===== config.mk =====
export PLATFORM = sky130hd
export DESIGN_NAME = sar_search_4b
export DESIGN_NICKNAME = d
export VERILOG_FILES = /design/src/rtl/sar_search_pkg.sv /design/src/rtl/sar_step.sv /design/src/rtl/sar_search_4b.sv
export SDC_FILE = /design/constraint.sdc
export NUM_CORES = 1
export LEC_CHECK = 0
export CAP_MARGIN = 20
export CORE_AREA = 2 2 49 51
export CTS_CLUSTER_DIAMETER = 150
export DETAILED_ROUTE_END_ITERATION = 10
export DIE_AREA = 0 0 51 53
export DONT_BUFFER_PORTS = 1
export GPL_TIMING_DRIVEN = 0
export PLACE_DENSITY = 0.79
export SLEW_MARGIN = 5
export SYNTH_ARGS = -nofsm -noshare
export SYNTH_HDL_FRONTEND = slang
export SYNTH_SLANG_ARGS = --single-unit
export TNS_END_PERCENT = 30

===== constraint.sdc =====
create_clock -name clk -period 3.8 [get_ports clk]
set_clock_uncertainty 0.1 [all_clocks]
set_input_delay 0.38 -clock clk [delete_from_list [all_inputs] [get_ports clk]]
set_output_delay 0.38 -clock clk [all_outputs]
set_load 0.005 [all_outputs]

===== src/rtl/sar_search_pkg.sv =====
// Shared definitions for the successive-approximation search controller:
// FSM state encoding, comparator flag patterns and default parameters.
package sar_search_pkg;

    localparam int DEFAULT_WIDTH  = 4;
    localparam int DEFAULT_SETTLE = 1;

    // Comparator flags packed as {gt, eq, lt}; a valid sample is exactly one of these.
    localparam logic [2:0] FLAG_GT = 3'b100;
    localparam logic [2:0] FLAG_EQ = 3'b010;
    localparam logic [2:0] FLAG_LT = 3'b001;

    typedef enum logic [1:0] {
        S_IDLE = 2'd0,
        S_WAIT = 2'd1,
        S_EVAL = 2'd2,
        S_DONE = 2'd3
    } sar_state_e;

endpackage


===== src/rtl/sar_step.sv =====
// One binary-search step: narrows [lo, hi] from the sampled comparator flags
// and proposes the next probe. Purely combinational.
module sar_step
    import sar_search_pkg::*;
#(
    parameter int WIDTH = DEFAULT_WIDTH
) (
    input  logic [WIDTH-1:0] lo,
    input  logic [WIDTH-1:0] hi,
    input  logic [WIDTH-1:0] guess,
    input  logic [2:0]       flags,
    output logic [WIDTH-1:0] next_lo,
    output logic [WIDTH-1:0] next_hi,
    output logic [WIDTH-1:0] next_guess,
    output logic             hit,
    output logic             exhausted,
    output logic             bad_flags
);

    // One extra bit so lo+hi never wraps before halving.
    logic [WIDTH:0] sum;

    // Decode the flags, shrink the interval, and take its midpoint.
    always_comb begin
        next_lo   = lo;
        next_hi   = hi;
        hit       = 1'b0;
        exhausted = 1'b0;
        bad_flags = 1'b0;
        case (flags)
            FLAG_EQ: hit = 1'b1;
            FLAG_GT: begin
                if (guess == hi) exhausted = 1'b1;
                else             next_lo   = guess + WIDTH'(1);
            end
            FLAG_LT: begin
                // guess==lo also covers guess==0, so guess-1 can never underflow.
                if (guess == lo) exhausted = 1'b1;
                else             next_hi   = guess - WIDTH'(1);
            end
            // 000, multi-hot and unknown flag patterns all land here.
            default: bad_flags = 1'b1;
        endcase
        sum        = {1'b0, next_lo} + {1'b0, next_hi};
        next_guess = WIDTH'(sum >> 1);
    end

endmodule


===== src/rtl/sar_search_4b.sv =====
// Successive-approximation search controller. Drives probe values into a
// magnitude comparator (guess -> data_b) and binary-searches the unknown
// target from the gt/eq/lt flags, reporting with a one-cycle done pulse.
//
// Handshake: start is a request without a ready; it is taken only on an edge
// where the FSM is in IDLE (busy=0 and done=0). A start seen in any other
// state is dropped, never queued. done pulses for exactly one cycle, and
// result/found/err are valid from that cycle until the next accepted start.
module sar_search_4b
    import sar_search_pkg::*;
#(
    parameter int WIDTH  = DEFAULT_WIDTH,
    parameter int SETTLE = DEFAULT_SETTLE
) (
    input  logic             clk,
    input  logic             rst_n,
    input  logic             start,
    output logic [WIDTH-1:0] guess,
    input  logic             gt,
    input  logic             eq,
    input  logic             lt,
    output logic             busy,
    output logic             done,
    output logic [WIDTH-1:0] result,
    output logic             found,
    output logic             err,
    output logic [1:0]       state_dbg
);

    localparam int CW = (SETTLE > 1) ? $clog2(SETTLE) : 1;
    localparam logic [WIDTH-1:0] MAX_VAL = '1;
    localparam logic [WIDTH-1:0] MID_VAL = MAX_VAL >> 1;

    sar_state_e       state_q, state_d;
    logic [CW-1:0]    cnt_q, cnt_d;
    logic [WIDTH-1:0] lo_q, lo_d, hi_q, hi_d;
    logic [WIDTH-1:0] guess_q, guess_d, result_q, result_d;
    logic             found_q, found_d, err_q, err_d;

    logic [WIDTH-1:0] step_lo, step_hi, step_guess;
    logic             step_hit, step_exh, step_bad;

    sar_step #(.WIDTH(WIDTH)) u_step (
        .lo         (lo_q),
        .hi         (hi_q),
        .guess      (guess_q),
        .flags      ({gt, eq, lt}),
        .next_lo    (step_lo),
        .next_hi    (step_hi),
        .next_guess (step_guess),
        .hit        (step_hit),
        .exhausted  (step_exh),
        .bad_flags  (step_bad)
    );

    // FSM state register; async reset aborts any search in flight.
    always_ff @(posedge clk or negedge rst_n) begin
        if (!rst_n) state_q <= S_IDLE;
        else        state_q <= state_d;
    end

    // Search datapath and output registers.
    always_ff @(posedge clk or negedge rst_n) begin
        if (!rst_n) begin
            cnt_q    <= '0;
            lo_q     <= '0;
            hi_q     <= '0;
            guess_q  <= '0;
            result_q <= '0;
            found_q  <= 1'b0;
            err_q    <= 1'b0;
        end else begin
            cnt_q    <= cnt_d;
            lo_q     <= lo_d;
            hi_q     <= hi_d;
            guess_q  <= guess_d;
            result_q <= result_d;
            found_q  <= found_d;
            err_q    <= err_d;
        end
    end

    // Next-state and datapath-next logic; everything holds unless a state acts.
    always_comb begin
        state_d  = state_q;
        cnt_d    = cnt_q;
        lo_d     = lo_q;
        hi_d     = hi_q;
        guess_d  = guess_q;
        result_d = result_q;
        found_d  = found_q;
        err_d    = err_q;
        case (state_q)
            S_IDLE: begin
                if (start) begin
                    state_d = S_WAIT;
                    cnt_d   = '0;
                    lo_d    = '0;
                    hi_d    = MAX_VAL;
                    guess_d = MID_VAL;
                    found_d = 1'b0;
                    err_d   = 1'b0;
                end
            end
            S_WAIT: begin
                // Probe has been held SETTLE cycles once the count reaches SETTLE-1.
                if (cnt_q == CW'(SETTLE - 1)) state_d = S_EVAL;
                else                          cnt_d   = cnt_q + CW'(1);
            end
            S_EVAL: begin
                if (step_bad) begin
                    err_d    = 1'b1;
                    found_d  = 1'b0;
                    result_d = guess_q;
                    state_d  = S_DONE;
                end else if (step_hit) begin
                    found_d  = 1'b1;
                    result_d = guess_q;
                    state_d  = S_DONE;
                end else if (step_exh) begin
                    found_d  = 1'b0;
                    result_d = guess_q;
                    state_d  = S_DONE;
                end else begin
                    lo_d    = step_lo;
                    hi_d    = step_hi;
                    guess_d = step_guess;
                    cnt_d   = '0;
                    state_d = S_WAIT;
                end
            end
            S_DONE:  state_d = S_IDLE;
            default: state_d = S_IDLE;
        endcase
    end

    // Status decoded from the registered state, so it is glitch-free.
    always_comb begin
        busy      = (state_q == S_WAIT) || (state_q == S_EVAL);
        done      = (state_q == S_DONE);
        guess     = guess_q;
        result    = result_q;
        found     = found_q;
        err       = err_q;
        state_dbg = state_q;
    end

endmodule


==> summary.md <==
| Metric | Value |
|---|---|
| Final number of hold-violating endpoints | 0 |
| Max-cap viol count | 0 |
| CP dominant cell by count | xnor2_1 |
| GRT busiest layer | met2 |
| Status | finished clean |
| Final WL | between 2000 and 3000 µm |
| Setup_tns | 0 ps |
| Crit path cell chain | xnor2_1 -> nand3_2 -> o21ai_2 -> mux2i_1 -> inv_1 -> ha_1 -> nand2_1 -> o31ai_1 -> xnor2_1 -> a21oi_1 |
| M2 GR Usage | 40.3% |
| Seq/Total Area, Yosys | between 30% and 40% |
| CP Max Fanout | 8 |
| Post-synth EDFFs | 0 |
| CP Class | reg -> reg |
| Pwr/cell area | between 600 and 700 mW/mm² |
| Met1 Resource Use GR | a little under a third |
| Num CTS Buffers | 3 |
| DIE HEIGHT | roughly 53 µm |
| Synth Warn # | 0 |
| Starting density of the core | roughly 63% |
| Slowest stage delay, CP | around 510 ps |
| Layout area overhead | 7.17% |
| Filler Cells Inserted | roughly 180 |
| Synthesis-stage register bit count | 20 |
| Routed Antenna Nets | 0 |
| P_leak | around 0.66 nW |
| Worst-skew pair later-pin latency | approximately 310 ps |
| Syn Nets | 153 |
| Register area | about 500 µm² |
| CTS max path bufs | 2 |
| Synthesized area per cell | a little under 10 µm² |
| RSZ-0062 raised after global routing | no |
| Rel. slew slack | between 30% and 40% |
| Antenna violations before repair | 0 |
| Post-Syn Instances | 137 |
| Arrival time at the worst endpoint | roughly 2900 ps |
| Worst-Margin Slew | between 900 and 1000 ps |
| Routing usage on met3 | 6.21% |
| Worst Hold Class | in -> reg |
| PortBufs | 0 |
| Final setup violation count | 0 |
| Worst setup EP type | flip-flop |
| Ys async rst share | 100% |
| R2R setup slack | 1000 ps |
| 1st-iter DRT viols | 21 |
| Type of origin of the critical path | flip-flop |
| Worst Path Required | ~3900 ps |
| CTS tree | yes |
| H-tree depth | 1 |
| Vias in the first global route | 1,116 |
| Pre-antenna DRT Iters | 5 |
| Final max-slew violation count | 0 |
| GRT overflow | 0 |
| # IOs | 20 |
| Fin nets | 159 |
| Final Util | 67.9% |
| # clock sinks | 20 |
| Power Total | between 0.0009 and 0.001 W |
| DIE WIDTH | between 50 and 60 µm |
| Core Box Area | 0.00215 mm² |
| Critical path destination | guess[2] |
| Cell Rows | 17 |
| Cell variety after synth | 35 |
| Antenna cells | 0 |
| Largest net degree at the start of global routing | 21 |
| Post-Synthesis Cell Area | 0.00136 mm² |
| Area of the multi-input gates | 802 µm² |
| Hold WS | around 230 ps |
| DIE AREA | between 0.002 and 0.003 mm² |
| CP startpoint | guess[1] |
| Reg2Reg Launch Point | guess[1] |
| Reg2Reg Depth | 10 |
| DR vias | 1,012 |
| Post-layout min period | approximately 2800 ps |
| Drt wl/cell | around 17 µm |
| Cells after DPL | between 150 and 200 |
| All-Layer GR Usage | 24.7% |
| Root buffer cell | clkbuf_4 |
| Fmax | ~360 MHz |
| Slowest cell on the critical path | dfrtp_1 |
| Clk slew on worst S/H paths | 120 ps |
| DP HPWL | 2100 µm |
| Reg-to-reg endpoint | guess[2] |
| Final period utilization | 73.7% |
| Peak supply drop | roughly 0.45 mV |
| Layout cell share with drive strength beyond 1 | between 10% and 20% |
| Vias per inst | 5.95 |
| Global-route wire length before repair | approximately 5000 µm |
| Top FF cell, synth | dfrtp_1 |
| Final non-filler cell total | 170 |
| DRC | 0 |
| Routability congestion estimate | about 0.84 |
[layout make-up]
class,count,share of cell area [%]
Sequential cell,20,34.3
Clock inverter,1,2.06
Multi-Input combinational cell,106,55.0
Tap cell,28,2.40
Clock buffer,3,1.54
Buffer,4,2.23
Timing Repair Buffer,1,0.686
Inverter,7,1.80
[how the worst min path moves through the flow]
| stage | from | end | slack [ps] | cells past startpoint |
|---|---|---|---|---|
| global route | eq | err | 250 | 2 |
| detailed placement | rst_n | hi_q[0] | -20 | 0 |
| global placement | rst_n | hi_q[0] | -10 | 0 |
| floorplan | rst_n | err | -20 | 0 |
| CTS | eq | err | 230 | 2 |
| finish | eq | err | 230 | 2 |
[flip-flops by register name, indices dropped and copies added, names as in the netlist]
register and cells:
err 1, found 1, guess 4, hi_q 4, lo_q 4, result 4
state_dbg 2
[power by group]
group / switching (W) / internal (W)
sequential: 0.0000682 / 0.000273
clock: 0.0000725 / 0.000107
combinational: 0.000253 / 0.000186
[critical path: cells and delay by family, from the launching register on]
| kind | cells | cell delay [ps] |
|---|---|---|
| mux | 1 | 410 |
| buf+inv | 1 | 80 |
| compound gates | 3 | 700 |
| fa+ha+maj | 1 | 290 |
| simple gates | 2 | 210 |
| flops | 1 | 510 |
| xor+xnor | 2 | 400 |
[repair_timing]
action	CTS	global route
hold endpoints to repair	20	0
hold buffers	1	0
resized for setup	0	0
setup buffers	0	0
[cells in the mapped netlist, types with 3 or more instances]
| library cell | instances | area share [%] |
|---|---|---|
| a22o_1 | 3 | 1.9 |
| o21ai_1 | 7 | 2.6 |
| nor2_1 | 7 | 1.9 |
| o21ai_0 | 7 | 2.6 |
| xnor2_2 | 4 | 4.8 |
| nand3_2 | 3 | 2.2 |
| nand2b_1 | 3 | 1.4 |
| inv_1 | 6 | 1.7 |
| dfrtp_1 | 20 | 37 |
| o22a_1 | 3 | 1.9 |
| nand2_1 | 14 | 3.9 |
| mux2i_1 | 4 | 2.9 |
| xnor2_1 | 6 | 3.9 |
| a21oi_1 | 8 | 2.9 |
| xor2_1 | 4 | 2.6 |
| ha_1 | 9 | 8.3 |
[layout by cell type, fill, tap and decap left out, types with 2 or more instances in the layout]
cell type  netlist  layout
buf_6            2       2
xnor2_1          6       6
xor2_1           4       4
o21ai_1          7       7
o22a_1           3       3
a21oi_1          8       8
nand3_2          3       3
nor2_1           7       7
inv_1            6       6
nand2_1         14      14
mux2i_1          4       4
xnor2_2          4       4
or3b_1           2       2
mux2_1           2       2
nor2b_1          2       2
clkbuf_4         0       3
a311oi_2         2       2
a22o_1           3       3
o21ai_0          7       7
dfrtp_1         20      20
o21ai_2          2       2
buf_2            2       2
a31oi_1          2       2
ha_1             9       9
nand2b_1         3       3
a22oi_1          2       2
nand3_1          2       2
[per-stage QoR]
stage                     setup WS [ps]  area (µm²)
final                               999        1460
after global routing                784        1460
after CTS                          1040        1460
after detailed placement           1070        1400
after global placement             1080        1400
after floorplan                    1350        1360
[cells by family (layout without fill, tap and decap cells)]
family	Yosys count	count (layout)	synth area share, %
AO/OA/AOI/OAI	39	39	19.1
AND/OR/NAND/NOR	37	37	14.2
flip-flops	20	20	36.8
XOR/XNOR	14	14	11.2
buffers and inverters	11	16	4.32
adder cells (fa/ha/maj)	10	10	9.74
multiplexers	6	6	4.60
[layer usage]
| metal | routed length [µm] | vias to the layer above |
|---|---|---|
| met1 | 1280 | 481 |
| met3 | 153 | 5 |
| met2 | 1380 | 37 |
| met5 | 0 | - |
| li1 | - | 489 |
| met4 | 25 | 0 |
No activity file was read; power rests on OpenSTA's default activity.
